$ cat src/rtl/nave_ctrl_pkg.sv
// Shared definitions for the paddle (nave) controller and its neighbours.
//   nave_state_t : serve FSM states (ball attached / ball in play)
//   nave_dir_t   : decoded horizontal key direction
//   KEY_*        : bit indices into the debounced keysout bus
//   key_dir()    : right/left key pair -> direction (both or none -> DIR_NONE)
package nave_ctrl_pkg;

  typedef enum logic [0:0] {
    ST_SERVE = 1'b0,
    ST_PLAY  = 1'b1
  } nave_state_t;

  typedef enum logic [1:0] {
    DIR_NONE  = 2'd0,
    DIR_RIGHT = 2'd1,
    DIR_LEFT  = 2'd2
  } nave_dir_t;

  localparam int KEY_DIR   = 0;
  localparam int KEY_ESQ   = 1;
  localparam int KEY_LANCA = 2;

  function automatic nave_dir_t key_dir(input logic right, input logic left);
    if (right && !left)      return DIR_RIGHT;
    else if (left && !right) return DIR_LEFT;
    else                     return DIR_NONE;
  endfunction

endpackage

$ cat src/rtl/nave_ctrl_vel.sv
// Paddle speed ramp.
//   Counts frame ticks with the same direction held; every ACCEL_TICKS such
//   ticks the speed grows by one up to SPEED_MAX. Releasing, pressing both
//   keys or reversing direction drops the speed back to SPEED_MIN.
// Ports
//   CLOCK_50  in   clock
//   reset     in   asynchronous active-low reset
//   restart   in   synchronous restart (same values as reset)
//   tick      in   frame tick pulse
//   pausa     in   freeze level
//   dir       in   decoded key direction
//   vel       out  registered speed magnitude
//   step      out  displacement to apply on this tick (SPEED_MIN on a reversal)
module nave_ctrl_vel
  import nave_ctrl_pkg::*;
#(
  parameter int unsigned SPEED_MIN   = 2,
  parameter int unsigned SPEED_MAX   = 8,
  parameter int unsigned ACCEL_TICKS = 6
) (
  input  logic       CLOCK_50,
  input  logic       reset,
  input  logic       restart,
  input  logic       tick,
  input  logic       pausa,
  input  nave_dir_t  dir,
  output logic [3:0] vel,
  output logic [3:0] step
);

  localparam int unsigned HW = $clog2(ACCEL_TICKS + 1);
  localparam logic [3:0] V_MIN = 4'(SPEED_MIN);
  localparam logic [3:0] V_MAX = 4'(SPEED_MAX);

  logic [HW-1:0] hold_cnt, hold_nx;
  logic [HW:0]   hold_inc;
  logic [3:0]    vel_nx;
  nave_dir_t     dir_mem, dir_nx;
  logic          moving, changed;

  always_comb begin
    moving   = (dir == DIR_RIGHT) || (dir == DIR_LEFT);
    // A reversal needs a remembered direction; starting from rest is a plain first hold tick.
    changed  = moving && (dir_mem != DIR_NONE) && (dir != dir_mem);
    step     = changed ? V_MIN : vel;
    hold_inc = {1'b0, hold_cnt} + (HW + 1)'(1);
    hold_nx  = hold_cnt;
    vel_nx   = vel;
    dir_nx   = dir_mem;
    if (tick && !pausa) begin
      dir_nx = dir;
      if (!moving || changed) begin
        hold_nx = '0;
        vel_nx  = V_MIN;
      end else if (hold_inc == (HW + 1)'(ACCEL_TICKS)) begin
        hold_nx = '0;
        vel_nx  = (vel < V_MAX) ? vel + 4'd1 : V_MAX;
      end else begin
        hold_nx = hold_inc[HW-1:0];
      end
    end
  end

  always_ff @(posedge CLOCK_50 or negedge reset) begin
    if (!reset) begin
      hold_cnt <= '0;
      vel      <= V_MIN;
      dir_mem  <= DIR_NONE;
    end else if (restart) begin
      hold_cnt <= '0;
      vel      <= V_MIN;
      dir_mem  <= DIR_NONE;
    end else begin
      hold_cnt <= hold_nx;
      vel      <= vel_nx;
      dir_mem  <= dir_nx;
    end
  end

endmodule

$ cat src/rtl/nave_ctrl.sv
// Paddle (nave) controller for the breakout playfield.
//   Moves the paddle once per frame tick with held-key acceleration, keeps it
//   inside the screen for any runtime width, and runs the serve FSM that keeps
//   the ball attached until launch and returns to serve on ball loss.
// Ports
//   CLOCK_50       in   system clock
//   reset          in   asynchronous active-low reset
//   tick_frame     in   one-cycle pulse per video frame
//   keysout[3:0]   in   debounced keys: [0] right, [1] left, [2] launch, [3] unused
//   pausa          in   freeze motion, speed and FSM
//   reiniciarJogo  in   synchronous restart
//   perdeu         in   ball-lost pulse
//   largura_nave   in   current paddle width
//   x_nave         out  paddle left x
//   y_nave         out  paddle y (constant Y_POS)
//   iniciarBola    out  one-cycle launch pulse
//   bola_presa     out  ball attached (serve state)
//   vel_nave       out  current speed magnitude
module nave_ctrl
  import nave_ctrl_pkg::*;
#(
  parameter int unsigned SCREEN_W    = 640,
  parameter int unsigned X_START     = 320,
  parameter int unsigned Y_POS       = 410,
  parameter int unsigned SPEED_MIN   = 2,
  parameter int unsigned SPEED_MAX   = 8,
  parameter int unsigned ACCEL_TICKS = 6
) (
  input  logic       CLOCK_50,
  input  logic       reset,
  input  logic       tick_frame,
  input  logic [3:0] keysout,
  input  logic       pausa,
  input  logic       reiniciarJogo,
  input  logic       perdeu,
  input  logic [9:0] largura_nave,
  output logic [9:0] x_nave,
  output logic [9:0] y_nave,
  output logic       iniciarBola,
  output logic       bola_presa,
  output logic [3:0] vel_nave
);

  localparam logic [10:0] SW = 11'(SCREEN_W);

  nave_state_t state, state_nx;
  nave_dir_t   dir;
  logic        launch_prev, launch_edge, fire;
  logic [3:0]  step_vel;
  logic [10:0] x_w, larg_w, step_w, x_mov;
  logic [9:0]  x_nx;
  logic        unused_keys;

  assign unused_keys = keysout[3];
  assign dir         = key_dir(keysout[KEY_DIR], keysout[KEY_ESQ]);
  assign y_nave      = 10'(Y_POS);
  assign bola_presa  = (state == ST_SERVE);

  nave_ctrl_vel #(
    .SPEED_MIN   (SPEED_MIN),
    .SPEED_MAX   (SPEED_MAX),
    .ACCEL_TICKS (ACCEL_TICKS)
  ) u_vel (
    .CLOCK_50 (CLOCK_50),
    .reset    (reset),
    .restart  (reiniciarJogo),
    .tick     (tick_frame),
    .pausa    (pausa),
    .dir      (dir),
    .vel      (vel_nave),
    .step     (step_vel)
  );

  // Position: move first, then the width clamp overrides the result. The
  // right-edge limit of the move is the same bound as the clamp, so the clamp
  // alone enforces it.
  always_comb begin
    x_w    = {1'b0, x_nave};
    larg_w = {1'b0, largura_nave};
    step_w = 11'(step_vel);
    x_mov  = x_w;
    if (tick_frame && !pausa) begin
      if (dir == DIR_RIGHT)
        x_mov = x_w + step_w;
      else if (dir == DIR_LEFT)
        x_mov = (x_w >= step_w) ? x_w - step_w : '0;
    end
    if (larg_w >= SW)
      x_nx = '0;
    else if (x_mov > SW - larg_w)
      x_nx = 10'(SW - larg_w);
    else
      x_nx = x_mov[9:0];
  end

  always_comb begin
    launch_edge = tick_frame && !pausa && keysout[KEY_LANCA] && !launch_prev;
    state_nx    = state;
    fire        = 1'b0;
    case (state)
      ST_SERVE: if (launch_edge) begin
        state_nx = ST_PLAY;
        fire     = 1'b1;
      end
      ST_PLAY: if (perdeu && !pausa) state_nx = ST_SERVE;
      default: state_nx = ST_SERVE;
    endcase
  end

  always_ff @(posedge CLOCK_50 or negedge reset) begin
    if (!reset) begin
      x_nave      <= 10'(X_START);
      state       <= ST_SERVE;
      iniciarBola <= 1'b0;
      launch_prev <= 1'b0;
    end else if (reiniciarJogo) begin
      x_nave      <= 10'(X_START);
      state       <= ST_SERVE;
      iniciarBola <= 1'b0;
      launch_prev <= 1'b0;
    end else begin
      x_nave      <= x_nx;
      state       <= state_nx;
      iniciarBola <= fire;
      if (tick_frame && !pausa) launch_prev <= keysout[KEY_LANCA];
    end
  end

endmodule

$ cat config.mk
export PLATFORM = sky130hd
export DESIGN_NAME = nave_ctrl
export DESIGN_NICKNAME = d
export VERILOG_FILES = /design/src/rtl/nave_ctrl_pkg.sv /design/src/rtl/nave_ctrl_vel.sv /design/src/rtl/nave_ctrl.sv
export SDC_FILE = /design/constraint.sdc
export NUM_CORES = 1
export LEC_CHECK = 0
export ABC_AREA = 1
export CORE_MARGIN = 3
export CORE_UTILIZATION = 35
export DETAILED_ROUTE_END_ITERATION = 8
export GPL_ROUTABILITY_DRIVEN = 0
export GPL_TIMING_DRIVEN = 0
export PLACE_DENSITY_LB_ADDON = 0.12
export SYNTH_ARGS = -nofsm -noshare
export SYNTH_HDL_FRONTEND = slang
export SYNTH_SLANG_ARGS = --single-unit
$ cat constraint.sdc
create_clock -name CLOCK_50 -period 10.9 [get_ports CLOCK_50]
set_input_delay 2.18 -clock CLOCK_50 [delete_from_list [all_inputs] [get_ports CLOCK_50]]
set_output_delay 2.18 -clock CLOCK_50 [all_outputs]
set_load 0.1 [all_outputs]
==> results.txt <==
* Run status: finished clean
- In this run the power density over the cells is about 120 nW/µm².
- Dividing the synthesized area by the synthesized cell count gives 6.44 µm².
- TritonCTS built the clock tree.
- The number of hold buffers added after CTS was 0.
- Setup violations remaining at the end of the flow were counted as 0.
* Post-DR wirelength/cell: around 12 µm
- After synthesis, the share of flip-flops with an asynchronous set or reset is 100%.
* Vias after detailed routing: 2652
- In this run, synthesis produced a sequential element count of 22.
- Number of global-route vias before repair: 2385
- Detailed placement finished with a half-perimeter wire length of 5.75 mm.
- In this run the worst hold path is classified as flip-flop to flip-flop.
* Critical path endpoint category: flip-flop
- Cell count after synthesis: roughly 430
* Die Y: approximately 95 µm
- Number of vias per cell after detailed routing: 4.64
* Core region area: approximately 7400 µm²
- Including well taps, the total number of placed cells is ~570.
- H-tree depth: 1
* Worst Clk Skew: ~0.015 ns
- Global routing usage summed across all routing layers: between 15 and 20%
* Mapped Area: between 2000 and 3000 µm²
- Counting the buffers created by CTS gives 3.
- Share of the clock period used by the worst path after layout: 61.6%
- In this run, synthesis inferred 0 flip-flops with an integrated enable.
* Start of the worst register-to-register path: u_vel.dir_mem[1]
- Number of hold violations in the final report: 0
- Antenna violations before repair: 0
* Utilization after layout: 44.6%
- Leak: 1.75 nW
- Worst VDD drop: about 0.000046 V
- CP Max Fanout: 10
* Detailed Route Iter0 Violations: 145
- The area growth from synthesis to layout is 20.6%.
* Minimum setup slack in the final design: 4.18 ns
- The first global-routing pass estimated 11.1 mm of wire.
- Number of buffers inserted by post-CTS setup repair: 0
- Worst setup path start: keysout[1]
- Post-Layout Cell Count: about 570
- The number of max-slew violations in the final report came to 0.
- Crit start category: primary input
* Data required time at the worst endpoint: between 10 and 15 ns
- The smallest clock period supported by the final layout is computed as 6.72 ns.
- Pin count of the biggest net entering global routing: 23
- Clock Latency Late Sink: about 0.27 ns
- In this run, post-CTS repair resized a total of 0 instances.
- Max Cap Viol: 0
* Fraction of layout instances using a drive strength above 1: between 10 and 15%
- Setup total negative slack on the finished layout was measured at 0 ns.
* Total gr overflow: 0
- CTS clk-pin slew, worst paths: 0.09 ns
- The largest individual stage delay along the critical path comes from the cell clkdlybuf4s50_1.
- Counting stages on the worst path, the most repeated cell is nand2_1.
- After detailed routing, the number of remaining DRC violations is 0.
- Relative slew slack: approximately 34%
* Total number of yosys warnings: 0
- Final ANT Viol Nets: 0
- Input and output buffers added on the ports amount to 34.
- CTS Buffer Depth: 2
- After detailed routing, the total wire length is between 6 and 7 mm.
* Max frequency: 149 MHz
- Hold Crit Start: launch_prev
- Before antenna repair, the detailed router went through 4 iterations.
- The die is between 90 and 100 µm wide.
- For this design, the sink count on the clock tree is 22.
* Antenna cell count: 0
* Biggest cell delay along the critical path: approximately 0.45 ns
- The die covers about 8900 µm².
- The floorplan has 31 rows.
- In this run the count of I/O pins placed on the die edge is 46.
- OpenSTA, run right after detailed placement, puts the worst setup slack at ~4 ns.
- Data on the critical path arrives at its endpoint at about 7 ns.
- Summing the sequential cell areas from Yosys gives between 20% and 30% of the chip area.
- Net count reported at finish: 523
- The tree is rooted in a clkbuf_8.
- The initial utilization of the core area, before any placement, comes to a little under two fifths.
* Post-synth cell types: between 40 and 50
- Most common flop cell mapped by yosys: dfrtp_1
- Slew @ Worst Pin: 0.989 ns
* Critical path type: primary input to flip-flop
- Setup repair after global routing left no endpoint under its margin.
routing by layer:
metal / up-vias / track usage, % / part of all wire [%]
met5: - / 0 / 0
met4: 0 / 3.37 / 0.87
met3: 4 / 1.12 / 3.2
met2: 47 / 26.5 / 46
met1: 1167 / 21.5 / 50
li1: 1434 / - / -
critical path, delay by kind of cell:
kind	cells	cell delay, ns
AO/OA/AOI/OAI	2	0.23
adder cells (fa/ha/maj)	4	1.24
AND/OR/NAND/NOR	15	2.00
buffers and inverters	10	1.21
Yosys cell counts, types with 3 or more instances:
cell type	n	share of area [%]
o21ai_0	10	1.8
dfstp_2	3	2.9
inv_2	9	1.2
nor2_1	26	3.6
nor2_2	4	0.91
dfrtp_1	19	17
inv_1	60	8.2
a21oi_1	14	2.6
buf_4	11	3.0
o21ai_1	6	1.1
xor2_1	9	2.9
clkbuf_1	3	0.41
ha_1	28	13
nand3_2	4	1.5
nand4_1	11	2.5
nand3_1	41	7.5
nand2_1	126	17
nor3_1	4	0.73
xnor2_1	3	0.96
clkinv_1	3	0.41
nor2_4	3	1.2
through the flow:
stage,power (W),hold WS [ns],cell area (µm²)
final,0.000395,0.458,3310
after floorplan,0.000269,0.419,2770
after global routing,0.000425,0.494,3310
after detailed placement,0.000319,0.445,3240
after CTS,0.000397,0.459,3310
after global placement,0.000318,0.442,3240
cell families (layout without fill, tap and decap cells):
| group | count (synthesis) | after routing | share of synthesized area (%) |
|---|---|---|---|
| AO/OA/AOI/OAI | 44 | 44 | 9.72 |
| XOR/XNOR | 12 | 12 | 3.83 |
| flip-flops | 22 | 22 | 20.2 |
| other | 2 | 10 | 0.274 |
| buffers and inverters | 89 | 127 | 14.1 |
| AND/OR/NAND/NOR | 227 | 227 | 37.6 |
| adder cells (fa/ha/maj) | 30 | 30 | 14.2 |
area by class of cell:
| cell class | instances | area (µm²) |
|---|---|---|
| Clock inverter | 1 | 30.0 |
| Multi-Input combinational cell | 323 | 1830 |
| Fill cell | 779 | 4100 |
| Inverter | 73 | 277 |
| Tap cell | 99 | 124 |
| Sequential cell | 22 | 554 |
| Buffer | 16 | 110 |
| Timing Repair Buffer | 34 | 340 |
| Clock buffer | 3 | 41.3 |
state kept, by name, indices dropped and copies added (netlist names):
signal and cells:
state 1, u_vel.hold_cnt 3, iniciarBola 1, u_vel.dir_mem 2, x_nave 10, u_vel.vel 4
launch_prev 1
where the power goes:
group	internal [W]	switching (W)	total, W
logic	0.0000655	0.000151	0.000216
clock network	0.0000491	0.0000283	0.0000774
registers	0.0000900	0.0000116	0.000102
cell usage in the layout (no fill, tap or decap), types with 2 or more instances in the layout:
cell type | synthesis | layout
clkbuf_1 | 3 | 3
xor2_1 | 9 | 9
clkbuf_8 | 0 | 3
o21ai_1 | 6 | 6
a31oi_1 | 2 | 2
o22ai_1 | 2 | 2
nand4_1 | 11 | 11
ha_1 | 28 | 28
nand2_1 | 126 | 126
o31ai_1 | 2 | 2
xnor2_1 | 3 | 3
nand2_2 | 2 | 2
inv_2 | 9 | 9
or2_2 | 2 | 2
nor3_1 | 4 | 4
conb_1 | 2 | 10
clkdlybuf4s50_1 | 0 | 34
nor2_1 | 26 | 26
clkinv_1 | 3 | 3
nor2_2 | 4 | 4
a21oi_1 | 14 | 14
buf_4 | 11 | 11
dfstp_2 | 3 | 3
nand3b_1 | 2 | 2
nor2_4 | 3 | 3
o21ai_0 | 10 | 10
nand3_1 | 41 | 41
fa_1 | 2 | 2
inv_1 | 60 | 60
nand3_2 | 4 | 4
dfrtp_1 | 19 | 19
final timing paths:
path	to	slack (ns)	cells after the start
setup / recovery	x_nave[9]	4.18	31
hold / removal	iniciarBola	0.46	1
setup reg to reg	x_nave[9]	6.62	27
hold reg to reg	iniciarBola	0.46	1
max in group asynchronous	x_nave[9]	7.83	1
min in group asynchronous	u_vel.vel[2]	2.44	1
(Power assumes the default switching activity.)
